`src/rtl/uart_rx_fifo.sv`:
```
// 8N1 UART receiver feeding a first-word-fall-through receive FIFO.
// Line errors (framing, overrun) are held in sticky flags until CLR_I.
module uart_rx_fifo #(
  parameter int FREQ  = 12000000,
  parameter int BAUD  = 115200,
  parameter int DEPTH = 8
) (
  input  logic                     CLK_I,
  input  logic                     RST_I,
  input  logic                     RX_I,
  output logic [7:0]               DATA_O,
  output logic                     VALID_O,
  input  logic                     RD_I,
  output logic [$clog2(DEPTH):0]   COUNT_O,
  output logic                     FERR_O,
  output logic                     OVR_O,
  input  logic                     CLR_I
);

  localparam int CPB = FREQ / BAUD;
  localparam int TW  = (CPB > 2) ? $clog2(CPB) : 1;
  localparam int AW  = $clog2(DEPTH);
  localparam logic [TW-1:0] FULL_LOAD = TW'(CPB - 1);
  localparam logic [TW-1:0] HALF_LOAD = TW'(CPB / 2 - 1);
  localparam logic [AW:0]   DEPTH_CNT = (AW + 1)'(DEPTH);

  typedef enum logic [2:0] {
    IDLE      = 3'd0,
    START     = 3'd1,
    DATA      = 3'd2,
    STOP      = 3'd3,
    WAIT_IDLE = 3'd4
  } state_t;

  state_t          state;
  state_t          state_nxt;
  logic            rx_m;
  logic            rx_s;
  logic [TW-1:0]   timer;
  logic            tick;
  logic [2:0]      bit_idx;
  logic [7:0]      shift;
  logic            push;
  logic            ferr_set;

  logic [7:0]      mem [DEPTH];
  logic [AW:0]     wr_ptr;
  logic [AW:0]     rd_ptr;
  logic [AW:0]     count;
  logic            full;
  logic            empty;
  logic            do_push;
  logic            do_pop;
  logic            ovr_set;

  always_ff @(posedge CLK_I or posedge RST_I) begin
    if (RST_I) begin
      rx_m <= 1'b1;
      rx_s <= 1'b1;
    end else begin
      rx_m <= RX_I;
      rx_s <= rx_m;
    end
  end

  assign tick = (timer == '0);

  always_ff @(posedge CLK_I or posedge RST_I) begin
    if (RST_I) state <= IDLE;
    else       state <= state_nxt;
  end

  always_comb begin
    state_nxt = state;
    case (state)
      IDLE:      if (!rx_s) state_nxt = START;
      START:     if (tick) state_nxt = rx_s ? IDLE : DATA;
      DATA:      if (tick && bit_idx == 3'd7) state_nxt = STOP;
      STOP:      if (tick) state_nxt = rx_s ? IDLE : WAIT_IDLE;
      WAIT_IDLE: if (rx_s) state_nxt = IDLE;
      default:   state_nxt = IDLE;
    endcase
  end

  always_comb begin
    push     = 1'b0;
    ferr_set = 1'b0;
    if (state == STOP && tick) begin
      push     = rx_s;
      ferr_set = ~rx_s;
    end
  end

  // Timer is preloaded with the half-bit count while idle so START samples mid start bit.
  always_ff @(posedge CLK_I or posedge RST_I) begin
    if (RST_I) begin
      timer   <= '0;
      bit_idx <= '0;
      shift   <= '0;
    end else begin
      case (state)
        START: begin
          bit_idx <= '0;
          timer   <= tick ? FULL_LOAD : timer - TW'(1);
        end
        DATA: begin
          if (tick) begin
            shift   <= {rx_s, shift[7:1]};
            bit_idx <= bit_idx + 3'd1;
            timer   <= FULL_LOAD;
          end else begin
            timer <= timer - TW'(1);
          end
        end
        STOP:    timer <= tick ? FULL_LOAD : timer - TW'(1);
        default: timer <= HALF_LOAD;
      endcase
    end
  end

  assign count   = wr_ptr - rd_ptr;
  assign full    = (count == DEPTH_CNT);
  assign empty   = (count == '0);
  assign do_pop  = RD_I & ~empty;
  // A pop in the same cycle frees a slot, so a push into a full FIFO is not an overrun.
  assign do_push = push & (~full | do_pop);
  assign ovr_set = push & full & ~do_pop;

  always_ff @(posedge CLK_I or posedge RST_I) begin
    if (RST_I) begin
      wr_ptr <= '0;
      rd_ptr <= '0;
      for (int i = 0; i < DEPTH; i++) mem[i] <= '0;
    end else begin
      if (do_push) begin
        mem[wr_ptr[AW-1:0]] <= shift;
        wr_ptr              <= wr_ptr + (AW + 1)'(1);
      end
      if (do_pop) rd_ptr <= rd_ptr + (AW + 1)'(1);
    end
  end

  always_ff @(posedge CLK_I or posedge RST_I) begin
    if (RST_I) begin
      FERR_O <= 1'b0;
      OVR_O  <= 1'b0;
    end else begin
      if (ferr_set)   FERR_O <= 1'b1;
      else if (CLR_I) FERR_O <= 1'b0;
      if (ovr_set)    OVR_O  <= 1'b1;
      else if (CLR_I) OVR_O  <= 1'b0;
    end
  end

  assign DATA_O  = mem[rd_ptr[AW-1:0]];
  assign VALID_O = ~empty;
  assign COUNT_O = count;

endmodule

```
`config.mk`:
```
export PLATFORM = sky130hd
export DESIGN_NAME = uart_rx_fifo
export DESIGN_NICKNAME = d
export VERILOG_FILES = /design/src/rtl/uart_rx_fifo.sv
export SDC_FILE = /design/constraint.sdc
export NUM_CORES = 1
export LEC_CHECK = 0
export CAP_MARGIN = 20
export CORE_UTILIZATION = 45
export CTS_BUF_LIST = sky130_fd_sc_hd__clkbuf_8 sky130_fd_sc_hd__clkbuf_16
export DETAILED_ROUTE_END_ITERATION = 7
export PLACE_DENSITY = 0.63
export SETUP_SLACK_MARGIN = 0.1
export SYNTH_ARGS = -nofsm -noshare
export SYNTH_HDL_FRONTEND = slang
export SYNTH_SLANG_ARGS = --single-unit
```
`constraint.sdc`:
```
create_clock -name CLK_I -period 3.9 [get_ports CLK_I]
set_input_delay 0.39 -clock CLK_I [delete_from_list [all_inputs] [get_ports CLK_I]]
set_output_delay 0.39 -clock CLK_I [all_outputs]
set_load 0.05 [all_outputs]
```
==> results by stage <==
Logic synthesis:
- When the netlist entered floorplanning its net count stood at 373.
- Of the post-synthesis cell area, the dominant cell type holds 50.64%.
- After synthesis, the share of flip-flops with an asynchronous set or reset is 100.0%.
- The count of warnings emitted by yosys is 0.
- By area the synthesized netlist is led by sky130_fd_sc_hd__dfrtp_1 51%, sky130_fd_sc_hd__o2bb2ai_1 13%, sky130_fd_sc_hd__mux4_2 7.7%, sky130_fd_sc_hd__nand2_1 4.2%, sky130_fd_sc_hd__nand4_4 3.2%.
- The cell area after synthesis is 0.004695 mm^2.
- The count of different cell masters after synthesis is 49.
- Summed over all instances, the cell type with the most area after synthesis is sky130_fd_sc_hd__dfrtp_1.
- The post-synthesis sequential area ratio is 51.76%.
- The number of enable flip-flop cells after synthesis is 0.
- Synthesis produced 359 cells.
- The prevailing post-synth register cell is sky130_fd_sc_hd__dfrtp_1.
- Synthesis inferred 97 register bits.
- Averaged over all synthesized cells, the footprint is 13.08 um^2.

Power:
- The fraction of power consumed by sequential logic is 54.1%.
- The switching power summed over all nets is 0.3956 mW.
- The part of the total power dissipated in the clock network is 44.3%.
- The power density over cell area is 354.6 mW/mm^2.
- Internal power comes to 1.467 mW.
- The switching fraction of total power is 21.24%.
- The combinational cell fraction of total power is 1.6%.
- The power after layout is 1.863 mW.
- The largest vdd supply drop is 0.1549 mV.
- For this design the static power due to leakage is 2.212 nW.

Cells and area:
- At the end of the flow, the number of nets in the layout was 395.
- The register area is 0.002430 mm^2.
- After filler insertion, the fill cell instance count of the layout stands at 849.
- The most common library cell in the layout ignoring fill and taps is sky130_fd_sc_hd__dfrtp_1.
- Leaving out fill and tap cells, the most frequent cells in the layout are 95 x sky130_fd_sc_hd__dfrtp_1, 67 x sky130_fd_sc_hd__o2bb2ai_1, 52 x sky130_fd_sc_hd__nand2_1.
- The number of inserted diodes is 0.
- The post-synthesis to final-layout area growth is 11.89%.
- The non-filler instance count after layout is 519.
- In the final layout, the share of cells above drive strength 1 is 20.21%.
- The multi-input combinational cells in the finished layout cover a total of 0.002092 mm^2.

Min path:
- Counting instances, the worst hold path has a depth of 0.
- The worst min-delay path endpoint is rx_s$_DFF_PP1_.
- The startpoint identified for the worst hold timing path is rx_m$_DFF_PP1_.
- The worst hold path belongs to the class flop to flop.

Clock network:
- The number of gates resized after CTS was 0.
- Post-CTS timing repair inserted 0 buffers for setup.
- TritonCTS built the clock tree.
- The maximum root-to-sink buffer count is 2.
- In this run, CTS created clock tree buffers numbering 9.
- For this design, the CTS-stage hold fixing added 0 buffers.
- The cell sitting at the root of the clock tree is a sky130_fd_sc_hd__clkbuf_8.
- The clock slew seen by the registers of the worst setup and hold paths is 90 ps.
- The worst-skew pair later-pin latency is 380 ps.
- Counting every sink on the clock net gives 97.
- The H-tree generated during clock tree synthesis spans 3 levels.

Worst setup path:
- STA classifies the critical path endpoint as an output port.
- The data required time of the critical path is 3510 ps.
- The register-to-register setup slack is 690 ps.
- The number of cells on the worst reg-to-reg path is 7.
- The capture point of the worst reg-to-reg path is mem[47]$_DFFE_PP0P_.
- The critical register-to-register path startpoint is rd_ptr[2]$_DFFE_PP0P_.
- Data on the critical path arrives at its endpoint at 3020 ps.
- The type of origin of the critical path is a flop.
- The maximum fanout encountered on the critical timing path is 11.
- The worst setup path category is flop to output port.
- The critical path starts at rd_ptr[2]$_DFFE_PP0P_.

Global routing:
- The first global-routing pass estimated 16960 um of wire.
- The maximum number of pins on one net before global-route repair is 81.
- The number of global-route vias before repair is 3170.
- The initial antenna violation count is 0.
- The remaining global-route overflow is 0.
- The total track usage is 20.16%.

STA:
- The number of endpoints with negative hold slack in the final report came to 0.
- The max-slew violation count is 0.
- Hold timing on the final database bottoms out at a slack of 361.3 ps.
- The clock period minus final worst setup slack is 3413 ps.
- The achievable frequency is 293.0 MHz.
- The total setup violations reported at the end of the flow is 0.
- At the pin with the least slew margin, the transition time is 850.7 ps.
- Of the available clock period, the critical path in the final layout requires 87.51%.
- Setup repair after global routing left no endpoint under its margin.
- The clock skew after layout is 11.07 ps.
- The headroom to the max-slew limit is 43.07%.
- The total negative slack is 0 ps.

Drt:
- The iteration-0 DRC count of the detailed router is 190.
- The detailed-route wire length per cell is 19.53 um.
- The total routed wirelength is 10140 um.
- The number of remaining DRC errors is 0.
- The mean number of vias per cell is 5.792.
- The vias after detailed routing is 3006.
- The first-pass iteration count of the detailed router is 4.
- The number of routed nets with antenna violations is 0.

Floorplan:
- The die covers 0.01085 mm^2.
- The I/O pin count is 20.
- In this run the core area contains 36 standard-cell rows.
- The initial cell density of the core is 47.16%.
- The die width is 104.1 um.
- The area inside the core boundary is 0.009955 mm^2.
- The die is 104.1 um tall.

Placement:
- During placement, the flow inserted port buffers numbering 19.
- The post-detailed-placement half-perimeter wirelength is 6453 um.
- The count of placed standard cells including taps is 502.
- The last weighted congestion value of the routability-driven placer is 0.7821.

Status:
- The run finished with clean final reports.

Run:
- The number of maximum-capacitance violations is 0.
-- registers in the layout, summed over array words and instances (netlist names) --
signal and cells:
bit_idx 3, rd_ptr 4, rx_s 1, wr_ptr 4, shift 8, mem 64
FERR_O 1, timer 7, OVR_O 1, state 3, rx_m 1
-- worst max path at each step --
stage,endpoint,slack [ps],cells after the start
after floorplan,rd_ptr[1]$_DFFE_PP0P_,280,9
after global placement,mem[32]$_DFFE_PP0P_,910,7
after detailed placement,mem[56]$_DFFE_PP0P_,760,7
after CTS,COUNT_O[3],490,6
after global routing,COUNT_O[3],300,6
final,COUNT_O[3],490,6
-- Yosys cell counts, drive strengths merged, types with 2 or more instances --
library cell and count:
a21oi 7, and2b 2, and3 5, buf 14, clkbuf 3, dfrtp 95, dfstp 2, ha 8
inv 9, mux2 11, mux4 16, nand2 53, nand3 9, nand4 8, nor2 9, nor2b 3
nor3 3, nor3b 2, o21ai 4, o2bb2ai 67, o31ai 2, or2 2, or3 3, xnor2 8
xor2 3
-- layout make-up --
type                    instances  area share (%)
clock buffers                  10           2.620
clock inverters                 6           2.263
inverters                      10          0.7623
multi-input cells             235           39.83
flip-flops and latches         97           46.26
well taps                     133           3.168
repair buffers                 28           5.098
-- layer usage --
layer  GRT usage (%)  vias up  wire (um)
li1                -     1388          -
met1           27.39     1540       4660
met2           32.81       64       4939
met3           4.511       14        375
met4           5.102        0        162
met5               0        -          0
-- critical path, cell delays in order (launching register included) --
cell and delay [ps]:
sky130_fd_sc_hd__dfrtp_1 680, sky130_fd_sc_hd__clkinv_1 170, sky130_fd_sc_hd__ha_1 360, sky130_fd_sc_hd__nand3b_1 140
sky130_fd_sc_hd__a21oi_1 320, sky130_fd_sc_hd__or2_2 190, sky130_fd_sc_hd__clkdlybuf4s50_1 790
-- stage by stage --
stage	setup slack [ps]	utilization [%]	instance area, um^2
global route	297.8	52.77	5253
global placement	910.1	49.99	4976
CTS	485.2	52.56	5233
finish	487.3	52.77	5253
floorplan	283.4	-	4695
detailed placement	759.9	49.99	4976
-- power by group through the flow --
stage          Clock, mW  Combinational [mW]  Sequential [mW]
3_5_place_dp           0              0.0292             1.03
6_report           0.825              0.0298             1.01
2_1_floorplan          0              0.0159             1.03
5_1_grt            0.881              0.0351             1.01
3_3_place_gp           0              0.0289             1.03
4_1_cts            0.840              0.0292             1.01
-- logic make-up after synthesis --
family                     count (synthesis)  synth area share, %
and+or+nand+nor                          103                14.50
DFF                                       97                51.76
AOI/OAI and AO/OA                         85                15.06
buffers and inverters                     27                3.678
muxes                                     27                10.39
xor gates and xnor gates                  11                2.052
adders and majority gates                  9                2.559
No activity file was read; power rests on OpenSTA's default activity.
